### src/rtl/decoder24_scan_pkg.sv
// Shared definitions for the registered 2-to-4 decoder with scan sequencer:
// state encoding, output width and the default scan prescale.
package decoder24_scan_pkg;

  localparam int ONEHOT_W    = 4;
  localparam int IDX_W       = 2;
  localparam int DEFAULT_DIV = 4;

  typedef enum logic [1:0] {
    ST_IDLE   = 2'd0,
    ST_DIRECT = 2'd1,
    ST_SCAN   = 2'd2
  } state_t;

endpackage

### src/rtl/decoder24_scan_prescaler_tick.sv
// Reusable CW-bit prescaler: counts 0..DIV-1 while enabled and flags the
// terminal count combinationally so the owner can register its own pulse.
module prescaler_tick #(
  parameter int DIV = 4,
  parameter int CW  = 16
) (
  input  logic clk,
  input  logic rst,
  input  logic i_clr,
  input  logic i_en,
  output logic o_tc
);

  localparam logic [CW-1:0] TC_VALUE = CW'(DIV - 1);

  logic [CW-1:0] r_count;

  assign o_tc = (r_count == TC_VALUE);

  // Clear wins over counting so a fresh scan always starts a full period.
  always_ff @(posedge clk or posedge rst) begin
    if (rst) begin
      r_count <= '0;
    end else if (i_clr) begin
      r_count <= '0;
    end else if (i_en) begin
      r_count <= o_tc ? '0 : r_count + CW'(1);
    end
  end

endmodule

### src/rtl/decoder24_scan.sv
// Registered 2-to-4 one-hot select driver with direct (loaded index) and
// scan (prescaled 0..3 walk) modes; every output comes straight from a flop.
module decoder24_scan
  import decoder24_scan_pkg::*;
#(
  parameter int DIV        = DEFAULT_DIV,
  parameter int CW         = 16,
  parameter bit ACTIVE_LOW = 1'b0
) (
  input  logic                clk,
  input  logic                rst,
  input  logic                en,
  input  logic                mode,
  input  logic                load,
  input  logic [IDX_W-1:0]    sel,
  output logic [ONEHOT_W-1:0] y,
  output logic [IDX_W-1:0]    idx,
  output logic                tick,
  output logic                busy
);

  localparam logic [ONEHOT_W-1:0] Y_INACTIVE = {ONEHOT_W{ACTIVE_LOW}};

  state_t              r_state;
  state_t              w_stateNext;
  logic [IDX_W-1:0]    r_idx;
  logic [IDX_W-1:0]    w_idxNext;
  logic [ONEHOT_W-1:0] r_y;
  logic [ONEHOT_W-1:0] w_yNext;
  logic [ONEHOT_W-1:0] w_dec;
  logic                r_tick;
  logic                r_busy;
  logic                w_scanEnter;
  logic                w_scanRun;
  logic                w_capture;
  logic                w_tc;
  logic                w_step;

  prescaler_tick #(
    .DIV (DIV),
    .CW  (CW)
  ) u_prescaler (
    .clk   (clk),
    .rst   (rst),
    .i_clr (w_scanEnter),
    .i_en  (w_scanRun),
    .o_tc  (w_tc)
  );

  // Mode changes take effect on the edge they are seen, so a load or step
  // coinciding with a switch is dropped by requiring the state to persist.
  always_comb begin
    w_stateNext = r_state;
    w_scanEnter = 1'b0;
    w_scanRun   = 1'b0;
    w_capture   = 1'b0;
    if (!en) begin
      w_stateNext = ST_IDLE;
    end else begin
      case (r_state)
        ST_IDLE:   w_stateNext = mode ? ST_SCAN : ST_DIRECT;
        ST_DIRECT: if (mode) w_stateNext = ST_SCAN;
        ST_SCAN:   if (!mode) w_stateNext = ST_DIRECT;
        default:   w_stateNext = ST_IDLE;
      endcase
    end
    w_scanEnter = (w_stateNext == ST_SCAN) && (r_state != ST_SCAN);
    w_scanRun   = (w_stateNext == ST_SCAN) && (r_state == ST_SCAN);
    w_capture   = (w_stateNext == ST_DIRECT) && (r_state == ST_DIRECT) && load;
  end

  assign w_step    = w_scanRun && w_tc;
  assign w_idxNext = w_capture ? sel : (w_step ? r_idx + IDX_W'(1) : r_idx);
  assign w_dec     = ONEHOT_W'(1) << r_idx;
  assign w_yNext   = (w_stateNext == ST_IDLE) ? Y_INACTIVE
                   : (ACTIVE_LOW ? ~w_dec : w_dec);

  always_ff @(posedge clk or posedge rst) begin
    if (rst) begin
      r_state <= ST_IDLE;
      r_idx   <= '0;
      r_y     <= Y_INACTIVE;
      r_tick  <= 1'b0;
      r_busy  <= 1'b0;
    end else begin
      r_state <= w_stateNext;
      r_idx   <= w_idxNext;
      r_y     <= w_yNext;
      r_tick  <= w_step;
      r_busy  <= (w_stateNext == ST_SCAN);
    end
  end

  assign y    = r_y;
  assign idx  = r_idx;
  assign tick = r_tick;
  assign busy = r_busy;

endmodule

### config.mk
export PLATFORM = sky130hd
export DESIGN_NAME = decoder24_scan
export DESIGN_NICKNAME = d
export VERILOG_FILES = /design/src/rtl/decoder24_scan_pkg.sv /design/src/rtl/decoder24_scan_prescaler_tick.sv /design/src/rtl/decoder24_scan.sv
export SDC_FILE = /design/constraint.sdc
export NUM_CORES = 1
export LEC_CHECK = 0
export ABC_AREA = 1
export CAP_MARGIN = 0
export CORE_ASPECT_RATIO = 1.1
export CORE_MARGIN = 1.5
export CORE_UTILIZATION = 40
export CTS_BUF_LIST = sky130_fd_sc_hd__clkbuf_8
export CTS_CLUSTER_DIAMETER = 100
export CTS_CLUSTER_SIZE = 16
export DETAILED_ROUTE_END_ITERATION = 10
export MAX_ROUTING_LAYER = met4
export PLACE_DENSITY = 0.63
export SETUP_SLACK_MARGIN = 0.2
export SLEW_MARGIN = 5
export SYNTH_ARGS = -nofsm -noshare
export SYNTH_HDL_FRONTEND = slang
export SYNTH_SLANG_ARGS = --single-unit
export TNS_END_PERCENT = 30
### constraint.sdc
create_clock -name clk -period 2.5 [get_ports clk]
set_clock_uncertainty 0.05 [all_clocks]
set_input_delay 0.5 -clock clk [delete_from_list [all_inputs] [get_ports clk]]
set_output_delay 0.5 -clock clk [all_outputs]
set_load 0.01 [all_outputs]
## After elaboration in Yosys (flattened, before gate mapping)

Index checks and enable logic that the tools add are counted.

| cells by class | value |
|---|---|
| $add $sub $neg | 2 |
| equality and inequality tests | 6 |
| shifts and indexed selects | 1 |
| muxes and demuxes | 11 |
| reductions and logical operators | 9 |

Operators with widths:

| cell | number |
|---|---|
| $mux 16 | 3 |
| $add 16x1->16 const B | 1 |
| $eq 16x2->1 const B | 1 |
| $mux 2 | 6 |
| $pmux 2 s3 | 1 |
| $logic_and 1x1->1 | 5 |
| $eq 2x1->1 const B | 2 |
| $eq 2x2->1 const B | 2 |
| $logic_not 2->1 | 2 |
| $mux 4 | 1 |
| $reduce_bool 2->1 | 2 |
| $shl 1x2->4 const A | 1 |
| $add 2x1->2 const B | 1 |
| $ne 2x2->1 const B | 1 |

| storage, ports and cells | value |
|---|---|
| register bits after elaboration | 26 |
| bits of input ports | 7 |
| output and inout bits | 8 |
| logic and storage cells | 35 |

## Logic depth before layout (Yosys ltp)

Gate-level depths: netlist of run 1.

| depth | value |
|---|---|
| word-level depth | 8 |
| depth in mapped cells | 9 |
| gate-level depth less buffers | 8 |

## Hierarchy

From an unflattened synthesis of run 1, not the netlist that was laid out.

| second synthesis, totals | value |
|---|---|
| cell total of the unflattened synthesis | 220 |
| area, all modules | 1599.0 um^2 |

Modules (own cells, without submodules):

| module | instances | cells each | area an instance (um^2) | seq. area each (um^2) |
|---|---|---|---|---|
| prescaler_tick | 1 | 160 | 1082.3 | 400.4 |
| decoder24_scan | 1 | 60 | 516.7 | 250.2 |

## Least setup slack after synthesis of run 1

OpenSTA, ideal clock, no wires.

| timing path | value |
|---|---|
| kind | flip-flop to flip-flop |
| start point | register u_prescaler.r_count[0] |
| end point | register u_prescaler.r_count[8] |
| setup time | 116 ps |
| data arrival time | 1261 ps |
| data required time | 2334 ps |
| slack | 1073 ps |
| cell stages (with the launch flop) | 9 |
| buffers on the path | 0 |
| clock period less this slack | 1427 ps |
| path through | dfrtp_1 ha_1 nand3_1 nor2_2 nand2_1 nand2_2 nor2_1 nand2_1 nand2_1 |

| between the ends | value |
|---|---|
| cells in the longest elaborated chain, start to end | 4 |

Ends and longest elaborated chain:

| element | RTL line | RTL |
|---|---|---|
| start: declaration | decoder24_scan_prescaler_tick.sv:16 | `logic [CW-1:0] r_count;` |
| start signal: assignment | decoder24_scan_prescaler_tick.sv:27 | `r_count <= o_tc ? '0 : r_count + CW'(1);` |
| $add 16x1->16 / $eq 16x2->1 (equally long branches) | decoder24_scan_prescaler_tick.sv:27, decoder24_scan_prescaler_tick.sv:18 |  |
| $mux 16 * | decoder24_scan_prescaler_tick.sv:27 |  |
| $mux 16 * | decoder24_scan_prescaler_tick.sv:26 | `end else if (i_en) begin` |
| $mux 16 * | decoder24_scan_prescaler_tick.sv:24 | `end else if (i_clr) begin` |

Every way passes the cells marked *; elsewhere a longest branch is shown, timed or not. The select of a mux whose other input is x is not followed.
A chain may end at the register's enable or synchronous reset.

## Final worst setup path of run 1

| timing path | value |
|---|---|
| start point | register r_idx[0], in the netlist idx[0] |
| end point | output port idx[0] |

RTL lines:

| element | RTL line | RTL |
|---|---|---|
| start: declaration | decoder24_scan.sv:26 | `logic [IDX_W-1:0] r_idx;` |
| start signal: assignment | decoder24_scan.sv:87 | `r_idx <= w_idxNext;` |
| end: declaration | decoder24_scan.sv:17 | `output logic [IDX_W-1:0] idx,` |

No word-level cell between the ends.

==> results.md, run 1 <==
* Die H at 68.9 µm
* Post-CTS Setup Bufs at 0
* Flip-flop and latch count after synthesis at 26
* Remaining antenna violation count at 0
* Peak supply drop at ~0.28 mV
* Final core occ at 0.499
* Post-synth EDFFs at 0
* Num ports at 15
* Crit-path max FO at 5
* Sequential element share of the synthesized area at 0.412
* Post-Syn Area at between 0.0015 and 0.002 mm²
* Layout cells sized above 1 at 0.0894
* Post-Syn Instances at 218
* Final net count at between 200 and 250
* Htree depth at 1
* Max-Cap Viols at 0
* Crit Path Class: reg2out
* CTS max path bufs at 2
* WL per Instance at around 12 µm
* Count leader, synth: nand2_1
* FF-to-FF path depth at 8
* Via count at around 1.4k
* Top cell type's share of synthesized area at 0.412
* Vias in the first global route at between 1k and 1.5k
* PortBufs at 14
* Diode count at 0
* Delay-heaviest family, CP: buffers and inverters
* Power Density at around 520 mW/mm²
* GR Overflow Total at 0
* Layout overhead on the synthesized area at 17.4%
* Critical path, cell by cell: clkdlybuf4s50_1
* R2R Setup Slk at approximately 0.74 ns
* Drt pass-1 iters at 5
* Crit share post-route at 0.728
* Clk pin slew, worst setup/hold paths at 0.09 ns
* Die ar. at approximately 0.0043 mm²
* Leak at roughly 0.88 nW
* Period minus WS final at 1.82 ns
* Synth cell types at 25
* Post-Layout Cell Count at 285
* # resized after CTS at 0
* Clock latency on the worst-skew pair at around 0.27 ns
* Worst Path Required at 1.95 ns
* RSZ-0062 raised after global routing: false
* Fill count at approximately 380
* Synthesized area per cell at roughly 7.2 µm²
* Post-Place Cell Area at 0.00178 mm²
* Syn. warnings at 0
* Synth area leader: dfrtp_1
* Levels on crit path at 1
* Post-Place Cells at roughly 280
* Slew Viols, Final at 0
* Max incr delay on CP at around 0.57 ns
* Worst slew margin at 0.781
* Worst flop-to-flop path startpoint: u_prescaler.r_count[0]$_DFFE_PP0P_
* CTS root buffer: clkbuf_8
* Gpl congestion at 0.883
* Reg2reg end: u_prescaler.r_count[8]$_DFFE_PP0P_
* Final instance area at around 0.0019 mm²
* Hold Path Class: in2async
* CTS Sinks at 26
* CP max stage cell: clkdlybuf4s50_1
* Most used DFF post-synth: dfrtp_1
* Vias per std cell at approximately 4.8
* CTS buffer count at 3
* CTS tree: yes
* Initial antenna violation count at 0
* Crit path DAT at approximately 1.3 ns
* Synthesized Nets at 230
* First-pass GRT wire length at about 5.9 mm
* Synth top cells by count: nand2_1 (63), nor2_1 (31), inv_1 (27)
* Fmax at about 550 MHz
* Asr flop ratio synth at 1.00
* Final hold vios at 0
* Power Total at 0.000962 W
* Final-report setup violation count at 0
* Outcome: completed
* Die Wd at about 63 µm
* Detail Placement HPWL at 2.55 mm
* Worst slew pin tran at 0.328 ns
* Top post-synthesis cells by area: dfrtp_1 (41%), nand2_1 (15%), nor2_1 (7.4%)
* Total wire length at 3.42 mm
* # rows at 23
* DRC Markers at 0
* Initial Utilization at 0.425
* Core area at roughly 0.0037 mm²
* Setup crit end kind: output port
* Total negative slack at 0 ns
* Cts hold-fix bufs at 0
* DR iter-0 viols at 64
* Largest net degree at the start of global routing at 27
* CP Buf/Inv Count at 1
* CP startpoint kind: flop
* Global-route total usage across every layer at 0.184
[state kept, by name (all words and copies together), names as in the netlist]
| register | count |
|---|---|
| busy | 1 |
| idx | 2 |
| r_state | 2 |
| tick | 1 |
| u_prescaler.r_count | 16 |
| y | 4 |
[report_power, final]
group	total, W	switching, W	internal [W]	leakage, nW
clock	0.000351	0.000137	0.000214	0.0357
sequential	0.000464	0.0000204	0.000444	0.355
combinational	0.000147	0.0000748	0.0000719	0.485
total	0.000962	0.000232	0.000730	0.876
[how the worst max path moves through the flow]
stage / start / endpoint / slack [ns]
6_report: idx[0]$_DFFE_PP0P_ / idx[0] / 0.68
5_1_grt: u_prescaler.r_count[0]$_DFFE_PP0P_ / u_prescaler.r_count[8]$_DFFE_PP0P_ / 0.63
4_1_cts: idx[0]$_DFFE_PP0P_ / idx[0] / 0.65
3_5_place_dp: en / u_prescaler.r_count[0]$_DFFE_PP0P_ / 0.52
3_3_place_gp: en / u_prescaler.r_count[12]$_DFFE_PP0P_ / 0.58
2_1_floorplan: u_prescaler.r_count[0]$_DFFE_PP0P_ / u_prescaler.r_count[8]$_DFFE_PP0P_ / 1.07
[metrics by stage]
stage / setup WS (ns) / hold WS [ns]
after floorplan: 1.07 / 0.457
after global placement: 0.581 / 0.501
after detailed placement: 0.519 / 0.502
after CTS: 0.650 / 0.526
after global routing: 0.629 / 0.565
final: 0.681 / 0.521
[cells in the final DEF (no fill, tap or decap), drive strengths merged]
| master | n |
|---|---|
| nand2 | 66 |
| nor2 | 37 |
| inv | 29 |
| dfrtp | 26 |
| nand3 | 21 |
| clkdlybuf4s50 | 14 |
| nand4 | 8 |
| o21ai | 7 |
| ha | 5 |
| xnor2 | 3 |
| o22ai | 3 |
| clkbuf | 3 |
| o21bai | 3 |
| nor3 | 2 |
| xor2 | 2 |
| buf | 2 |
| a21boi | 2 |
| a21oi | 1 |
| bufinv | 1 |
[kinds of logic (layout without fill, tap and decap cells)]
kind of cell | Yosys count | in the layout | synth area share
buffers and inverters | 32 | 49 | 0.0785
flip-flops | 26 | 26 | 0.412
AO/OA/AOI/OAI | 16 | 16 | 0.0682
adder cells (fa/ha/maj) | 5 | 5 | 0.0397
XOR/XNOR | 5 | 5 | 0.0278
AND/OR/NAND/NOR | 134 | 134 | 0.374
[final cells by class]
| class | count | area (µm²) | area share |
|---|---|---|---|
| Multi-Input combinational cell | 160 | 803 | 0.434 |
| Tap cell | 50 | 62.6 | 0.0338 |
| Inverter | 29 | 109 | 0.0588 |
| Clock buffer | 3 | 41.3 | 0.0223 |
| Timing Repair Buffer | 16 | 155 | 0.0838 |
| Clock inverter | 1 | 30.0 | 0.0162 |
| Sequential cell | 26 | 651 | 0.351 |
[metal layers]
| layer | global-route usage | share of wire | vias to the layer above |
|---|---|---|---|
| li1 | - | - | 721 |
| met1 | 0.232 | 0.47 | 600 |
| met2 | 0.295 | 0.46 | 38 |
| met3 | 0.0260 | 0.042 | 6 |
| met4 | 0.0944 | 0.023 | 0 |
| met5 | - | 0 | - |
Note: power is estimated with default switching activity, not from simulation.
==> run 2, diff against run 1 <==
Settings changed: PLACE_DENSITY 0.63 to 0.65.
Clock period 2.5 ns to 1.5 ns, I/O delays scaled along.
==> results.md, run 2 (synthesis gave the netlist of run 1 again) <==
* Final instance area at 0.00219 mm²
* Die ar. at approximately 0.0043 mm²
* Core area at about 0.0037 mm²
* PortBufs at 14
* Crit path DAT at between 1.5 and 2 ns
* Max FFs per register at 16
* Final hold vios at 0
* DRC Markers at 0
* GR Overflow Total at 0
* Crit Path Class: reg2reg
* Initial Utilization at 0.425
* Clock latency on the worst-skew pair at 0.27 ns
* CP startpoint kind: flop
* WHS at 0.338 ns
* Die H at roughly 70 µm
* Global-route total usage across every layer at 0.197
* Via count at 1532
* Worst slew pin tran at 0.338 ns
* Drt pass-1 iters at 4
* Detail Placement HPWL at about 2.9 mm
* Initial antenna violation count at 0
* Clk pin slew, worst setup/hold paths at 0.10 ns
* Period minus WS final at 1.39 ns
* Vias per std cell at just under 5
* Worst setup margin at roughly 0.11 ns
* Pre-CTS WS at -0.190 ns
* Cts hold-fix bufs at 0
* Htree depth at 1
* Leak at ~1.1 nW
* First-pass GRT wire length at approximately 6.5 mm
* Slew Viols, Final at 0
* Total wire length at between 3 and 4 mm
* Worst slew margin at 0.774
* CTS tree: yes
* DR iter-0 viols at 77
* Power Density at approximately 770 mW/mm²
* Final net count at around 280
* Remaining antenna violation count at 0
* Crit share post-route at 0.924
* Post-Place Cell Area at 0.00193 mm²
* Crit-path max FO at 5
* Outcome: completed
* Setup crit end kind: flop
* Vias in the first global route at between 1k and 1.5k
* Final-report setup violation count at 0
* Post-Place Cells at approximately 300
* Max-Cap Viols at 0
* Layout cells sized above 1 at 0.297
* RSZ-0062 raised after global routing: true
* Post-Layout Cell Count at ~310
* Fmax at slightly above 700 MHz
* Die Wd at roughly 63 µm
* Layout overhead on the synthesized area at 38.9%
* WL per Instance at 12.5 µm
* Worst Path Required at about 1.6 ns
* CTS buffer count at 3
* CTS root buffer: clkbuf_8
* Most common cell after layout, fill and taps aside: nand2_1
* Hold Path Class: in2async
* CTS Sinks at 26
* Peak supply drop at approximately 0.32 mV
* Num ports at 15
* Diode count at 0
* Gpl congestion at 0.918
* Power Total at 0.00168 W
* # rows at 23
* CTS max path bufs at 2
* Largest net degree at the start of global routing at 27
* Most frequent cells in the layout: nand2_1 (56), buf_4 (26), nor2_1 (24), inv_1 (23), dfrtp_1 (20)
* Reg with most FFs: u_prescaler.r_count
## run 2: path summary, 6_finish.rpt
check                                                   start                                 end  slack, ns  cells past startpoint
setup / recovery           u_prescaler.r_count[0]$_DFFE_PP0P_  u_prescaler.r_count[8]$_DFFE_PP0P_       0.11                      8
hold / removal                                            rst  u_prescaler.r_count[4]$_DFFE_PP0P_       0.34                      3
setup reg to reg           u_prescaler.r_count[0]$_DFFE_PP0P_  u_prescaler.r_count[8]$_DFFE_PP0P_       0.11                      8
hold reg to reg            u_prescaler.r_count[8]$_DFFE_PP0P_  u_prescaler.r_count[8]$_DFFE_PP0P_       0.53                      2
max in group asynchronous                                 rst  u_prescaler.r_count[0]$_DFFE_PP0P_       0.79                      3
min in group clk                                           en                      tick$_DFF_PP0_       0.37                      3
## run 2: cell type report
type | count | area, µm²
clock buffers | 3 | 41.3
clock inverters | 1 | 30.0
fillers | 332 | 1520
inverters | 29 | 111
multi-input cells | 160 | 911
flip-flops and latches | 26 | 658
well taps | 50 | 62.6
repair buffers | 44 | 378
## run 2: per-stage QoR
stage,util,setup TNS [ns]
6_report,0.590,0
5_1_grt,0.590,0
4_1_cts,0.553,0
3_5_place_dp,0.521,-2.31
3_3_place_gp,0.521,-1.88
2_1_floorplan,-,0
## run 2: timing repair
item	4_1_cts	5_1_grt
endpoints found under the hold margin	0	0
buffers inserted	4	6
gates resized for setup	16	33
pin swaps	3	7
endpoints found under the setup margin	28	25
## run 2: critical path: stages (launching register included)
cell,delay (ns)
dfrtp_2,0.44
ha_4,0.19
nand2_2,0.11
nor2_4,0.17
nand2_1,0.10
nor2_1,0.09
nor2_1,0.04
nand2_1,0.05
nand2_1,0.04
## run 2: per-layer routing
| layer | global-route usage | vias up | wire length [µm] |
|---|---|---|---|
| met3 | 0.0195 | 6 | 187 |
| met1 | 0.249 | 706 | 1740 |
| met5 | - | - | 0 |
| met4 | 0.0472 | 0 | 51 |
| met2 | 0.346 | 36 | 1940 |
| li1 | - | 784 | - |
## run 2: report_power, final
group	leakage, nW	internal (W)	switching, W
registers	0.345	0.000741	0.0000268
logic	0.700	0.000158	0.000168
clock network	0.0357	0.000357	0.000227
total	1.08	0.00125	0.000422
==> run 3, diff against run 2 <==
Settings changed: CTS_CLUSTER_SIZE 16 to 30.
==> results of run 3 <==
No change in the layout: final DEF, timing and power equal those of run 2.
